`src/rtl/aes_in_packer_if.sv`:
```
// Plaintext word stream into aes_in_packer: valid/ready handshake with last-word marker.
interface aes_in_packer_if #(
  parameter int DATA_W = 32
) ();
  logic              s_valid_i;
  logic [DATA_W-1:0] s_data_i;
  logic              s_last_i;
  logic              s_ready_o;

  modport master (output s_valid_i, output s_data_i, output s_last_i, input s_ready_o);
  modport slave  (input s_valid_i, input s_data_i, input s_last_i, output s_ready_o);
endinterface

```
`src/rtl/aes_in_packer.sv`:
```
// Packs DATA_W-bit plaintext words into 128-bit blocks, double-buffered, feeding the AES cipher.
// Optional zero padding of a short final block: define AES_PACK_ZERO_PAD_EN.
module aes_in_packer #(
  parameter int DATA_W = 32,
  parameter int CNT_W  = 16
) (
  input  logic             clk_i,
  input  logic             rst_ni,
  aes_in_packer_if.slave   s,
  output logic             aes_start_o,
  output logic [127:0]     plain_text_o,
  input  logic             aes_done_i,
  output logic             busy_o,
  output logic             pad_o,
  output logic [CNT_W-1:0] blk_cnt_o
);

  localparam int N  = 128 / DATA_W;
  localparam int CW = (N > 1) ? $clog2(N) : 1;

  typedef enum logic [1:0] {H_EMPTY, H_LOAD, H_BUSY} state_t;

  state_t        state, state_nxt;
  logic [127:0]  fill_reg, fill_nxt, hold_reg;
  logic [CW-1:0] cnt;
  logic          fill_full;
  logic          accept, blk_done, xfer, last_word, pad_now;

  assign accept     = s.s_valid_i && !fill_full;
  assign s.s_ready_o = !fill_full;
  assign blk_done   = (state == H_BUSY) && aes_done_i;
  // Fill-to-hold transfer only ever happens with a full fill buffer, so it never collides with an accept.
  assign xfer       = fill_full && ((state == H_EMPTY) || blk_done);

`ifdef AES_PACK_ZERO_PAD_EN
  logic fill_pad, hold_pad;
  assign pad_now = s.s_last_i && (int'(cnt) < N - 1);
  assign pad_o   = busy_o && hold_pad;
`else
  logic unused_last;
  assign unused_last = s.s_last_i;
  assign pad_now     = 1'b0;
  assign pad_o       = 1'b0;
`endif

  assign last_word = (int'(cnt) == N - 1) || pad_now;

  // Word i lands in bits [127-i*DATA_W -: DATA_W]; a padded last word zeroes everything after it.
  always_comb begin
    fill_nxt = fill_reg;
    for (int i = 0; i < N; i++) begin
      if (i == int'(cnt))
        fill_nxt[127-i*DATA_W -: DATA_W] = s.s_data_i;
      else if (pad_now && (i > int'(cnt)))
        fill_nxt[127-i*DATA_W -: DATA_W] = '0;
    end
  end

  // Fill buffer
  always_ff @(posedge clk_i or negedge rst_ni) begin
    if (!rst_ni) begin
      fill_reg  <= '0;
      cnt       <= '0;
      fill_full <= 1'b0;
    end else if (accept) begin
      fill_reg <= fill_nxt;
      if (last_word) begin
        fill_full <= 1'b1;
        cnt       <= '0;
      end else begin
        cnt <= cnt + CW'(1);
      end
    end else if (xfer) begin
      fill_full <= 1'b0;
    end
  end

  // Hold buffer and completed-block counter
  always_ff @(posedge clk_i or negedge rst_ni) begin
    if (!rst_ni) begin
      hold_reg  <= '0;
      blk_cnt_o <= '0;
    end else begin
      if (xfer)
        hold_reg <= fill_reg;
      if (blk_done)
        blk_cnt_o <= blk_cnt_o + CNT_W'(1);
    end
  end

`ifdef AES_PACK_ZERO_PAD_EN
  always_ff @(posedge clk_i or negedge rst_ni) begin
    if (!rst_ni) begin
      fill_pad <= 1'b0;
      hold_pad <= 1'b0;
    end else begin
      if (accept && last_word)
        fill_pad <= pad_now;
      if (xfer)
        hold_pad <= fill_pad;
    end
  end
`endif

  // Hold state machine: register
  always_ff @(posedge clk_i or negedge rst_ni) begin
    if (!rst_ni) state <= H_EMPTY;
    else         state <= state_nxt;
  end

  // Hold state machine: next state (done is ignored outside H_BUSY)
  always_comb begin
    state_nxt = state;
    case (state)
      H_EMPTY: if (fill_full) state_nxt = H_LOAD;
      H_LOAD:  state_nxt = H_BUSY;
      H_BUSY:  if (aes_done_i) state_nxt = fill_full ? H_LOAD : H_EMPTY;
      default: state_nxt = H_EMPTY;
    endcase
  end

  // Hold state machine: Moore outputs
  always_comb begin
    aes_start_o = (state == H_LOAD);
    busy_o      = (state != H_EMPTY);
  end

  assign plain_text_o = hold_reg;

endmodule

```
`src/flat_wrapper.sv`:
```
// flat-port wrapper written by rule: the top's interface ports become plain ports
module aes_in_packer_flat 
#(
  parameter int DATA_W = 32,
  parameter int CNT_W  = 16
)
  (clk_i, rst_ni, aes_start_o, plain_text_o, aes_done_i, busy_o, pad_o, blk_cnt_o, s_s_valid_i, s_s_data_i, s_s_last_i, s_s_ready_o);
  aes_in_packer_if #(.DATA_W(DATA_W)) s_i ();
  input  logic clk_i;
  input  logic rst_ni;
  output logic aes_start_o;
  output logic [127:0] plain_text_o;
  input  logic aes_done_i;
  output logic busy_o;
  output logic pad_o;
  output logic [CNT_W-1:0] blk_cnt_o;
  input wire logic [$bits(s_i.s_valid_i)-1:0] s_s_valid_i;
  input wire logic [$bits(s_i.s_data_i)-1:0] s_s_data_i;
  input wire logic [$bits(s_i.s_last_i)-1:0] s_s_last_i;
  output wire logic [$bits(s_i.s_ready_o)-1:0] s_s_ready_o;
  assign s_i.s_valid_i = s_s_valid_i;
  assign s_i.s_data_i = s_s_data_i;
  assign s_i.s_last_i = s_s_last_i;
  assign s_s_ready_o = s_i.s_ready_o;
  aes_in_packer #(.DATA_W(DATA_W), .CNT_W(CNT_W)) u_core (.clk_i(clk_i), .rst_ni(rst_ni), .s(s_i), .aes_start_o(aes_start_o), .plain_text_o(plain_text_o), .aes_done_i(aes_done_i), .busy_o(busy_o), .pad_o(pad_o), .blk_cnt_o(blk_cnt_o));
endmodule
```
`config.mk`:
```
export PLATFORM = sky130hd
export DESIGN_NAME = aes_in_packer_flat
export DESIGN_NICKNAME = d
export VERILOG_FILES = /design/src/rtl/aes_in_packer_if.sv /design/src/rtl/aes_in_packer.sv /design/src/flat_wrapper.sv
export SDC_FILE = /design/constraint.sdc
export NUM_CORES = 1
export LEC_CHECK = 0
export ABC_AREA = 1
export CAP_MARGIN = 20
export CORE_MARGIN = 2
export CORE_UTILIZATION = 30
export DETAILED_ROUTE_END_ITERATION = 7
export GPL_TIMING_DRIVEN = 1
export PLACE_DENSITY_LB_ADDON = 0.1
export SLEW_MARGIN = 10
export SYNTH_ARGS = -nofsm -noshare
export SYNTH_HDL_FRONTEND = slang
export SYNTH_SLANG_ARGS = --single-unit
export TNS_END_PERCENT = 5
```
`constraint.sdc`:
```
create_clock -name clk_i -period 1.63 [get_ports clk_i]
set_input_delay 0.2445 -clock clk_i [delete_from_list [all_inputs] [get_ports clk_i]]
set_output_delay 0.2445 -clock clk_i [all_outputs]
set_load 0.02 [all_outputs]
```
==> run metrics <==
outcome=completed; # rows=68; # IOs=185; fin nets=around 1400; Root Buffer=clkbuf_16; Final setup viols=0; Post-synth EDFFs=0; Syn Area/Cell=9.43 um2; HPWL Detailed=17.5 mm; Crit. Startpoint=u_core.state[1]$_DFFE_PN0P_; core area=roughly 0.035 mm2; # Max-Cap Violations=0; FMAX=645 MHz; RD Place Congestion=0.721; synthesized cell area=0.0106 mm2; clk buf depth=3; clock latency on the worst-skew pair=0.50 ns; Peak supply drop=just under 0.9 mV; starting utilization of the core area=30.5%; CP endpoint kind=primary output; DR DRC count=0; antenna violations before repair=0; Final Hold Vio Count=0; synth warn=0; first-pass detailed-route iteration total=4; vias in the first global route=7878; DIE WIDTH=192 um; worst reg2reg path startpoint=u_core.state[1]$_DFFE_PN0P_; Mapped Nets=approximately 1200; CTS tree=yes; die footprint=roughly 0.037 mm2; Worst-path clk slew=0.06 ns; Post-CTS Setup Inserts=0; min Tclk post-route=1.55 ns; Compound-Gate Fraction of Synth Area=6.42%; synthesized flop and latch total=approximately 280; arrival time worst endpoint=between 1 and 1.5 ns; P_leak=0.00753 uW; final worst slack=0.0796 ns; Synth area leaders=dfrtp_1 (66%), nand2_1 (20%), o21ai_0 (6.3%); H-Tree Level Count=2; Antenna Nets Post-Route=0; gr ovfl total=0; CP Launch Type=flip-flop; setup TNS=0 ns; pwr dens=1940 mW/mm2; adder-cell share of the synthesized area=less than 1%; synth cell count leaders=nand2_1 (559), dfrtp_1 (277), o21ai_0 (133), inv_1 (45), buf_2 (28); crit path to=aes_start_o; first-pass GRT wire length=43.9 mm; Final Skew=0.0123 ns; Syn Inst Count=1119; GR Util All Layers=between 10% and 20%; Tcrit/Tclk final=95.1%; vias per cell=4.32; final hold slack=0.232 ns; Post-Synth Simple-Gate Area=21.2%; r2r endpoint=u_core.plain_text_o[29]$_DFFE_PN0P_; critical path class=flip-flop to primary output; largest family of logic cells by synthesized area=simple AND/OR/NAND/NOR gates; dpl ws=-0.0742 ns; per-cell routed wire length=14.9 um; top-count cell post-synth=nand2_1; synth unique cells=24; largest net degree at the start of global routing=53; overall power=between 20000 and 30000 uW; prevailing post-synth register cell=dfrtp_1; RSZ-0062 raised after global routing=false; Critical Path RT=1.39 ns; Hold WC Path Type=input port to async pin; clock sink total=277; Synth top area share=about two thirds; Synth Area in XOR/XNOR=less than 1%; DRT iter0 DRCs=~370; mux contribution to synthesized area=0%; antenna fix cells=0; sequential share of the synthesized area=approximately two thirds; layout cell share with drive strength beyond 1=7.86%; fin. max-slew vios=0; final wirelength=~27 mm; Die Y=192 um; total number of vias=7795; CTS buffer count=34; area delta synth->final=33.8%; Crit Path Max Fanout=3; R2R Setup Slk=0.18 ns; Async SR Flop Fraction=between 90% and 100%; post-synth top area cell=dfrtp_1; Port Buffers=182; worst r2r path cells=7
worst max-delay path, cell delays in order, from the launching register on:
cell,delay [ns]
dfrtp_1,0.37
buf_4,0.14
nor2_1,0.11
buf_2,0.18
repair_timing:
| action | in CTS | in global routing |
|---|---|---|
| resized for setup | 156 | 1 |
| endpoints found under the setup margin | 147 | 1 |
| hold buffers | 1 | 0 |
| endpoints found under the hold margin | 138 | 0 |
per-stage QoR:
stage	utilization, %	cell area [um2]	std cells
after floorplan	-	10600	1119
after global placement	38.0	13200	1745
after detailed placement	38.0	13200	1745
after CTS	40.8	14100	1803
after global routing	40.8	14100	1803
final	40.8	14100	1803
layer usage:
layer / track usage [%] / wire length [um]
met5: 0 / 0
met4: 4.47 / 588
met3: 3.16 / 1320
met2: 23.9 / 12000
met1: 21.1 / 12900
area by class of cell:
type	instances	area [um2]
Inverter	48	185
Fill cell	3484	20500
Tap cell	455	569
Clock inverter	3	68.8
Clock buffer	54	1080
Multi-Input combinational cell	740	3080
Sequential cell	277	6930
Timing Repair Buffer	226	2210
layout by cell type (no fill, tap or decap):
master / n
inv_6: 1
xor2_1: 2
nand3b_1: 1
nand3_2: 1
o21bai_1: 1
nand2_4: 1
buf_12: 19
ha_1: 5
dfrtp_2: 1
clkdlybuf4s50_1: 34
nand4_1: 2
clkbuf_1: 8
inv_1: 45
buf_8: 1
clkdlybuf4s15_2: 1
inv_4: 2
dfrtp_1: 276
inv_2: 1
a21oi_1: 1
nand2_1: 554
xnor2_1: 7
or2_1: 1
o21ai_0: 133
nand3_1: 5
buf_4: 24
dlygate4sd3_1: 1
conb_1: 1
bufinv_16: 2
nand2_2: 4
clkbuf_16: 37
buf_2: 2
nor3_1: 2
clkbuf_8: 9
nor2_1: 19
dlygate4sd2_1: 144
worst min path at each step:
stage | start | to | cells past startpoint
2_1_floorplan | rst_ni | u_core.blk_cnt_o[0]$_DFFE_PN0P_ | 0
3_3_place_gp | rst_ni | u_core.plain_text_o[101]$_DFFE_PN0P_ | 1
3_5_place_dp | rst_ni | u_core.plain_text_o[101]$_DFFE_PN0P_ | 1
4_1_cts | rst_ni | u_core.plain_text_o[101]$_DFFE_PN0P_ | 2
5_1_grt | rst_ni | u_core.fill_reg[102]$_DFFE_PN0P_ | 2
6_report | rst_ni | u_core.plain_text_o[101]$_DFFE_PN0P_ | 2
cells by family after synthesis:
kind of cell / Yosys count
flops: 277
fa+ha+maj: 5
simple gates: 590
buf+inv: 102
other cells: 1
xor+xnor: 9
compound gates: 135
power by group:
group / internal (uW) / total [uW] / leakage [uW] / switching, uW
Clock: 4830 / 7640 / 0.000563 / 2800
Sequential: 9680 / 11200 / 0.00353 / 1550
Combinational: 3260 / 8480 / 0.00343 / 5220
Total: 17800 / 27300 / 0.00753 / 9570
Note: power is estimated with default switching activity, not from simulation.
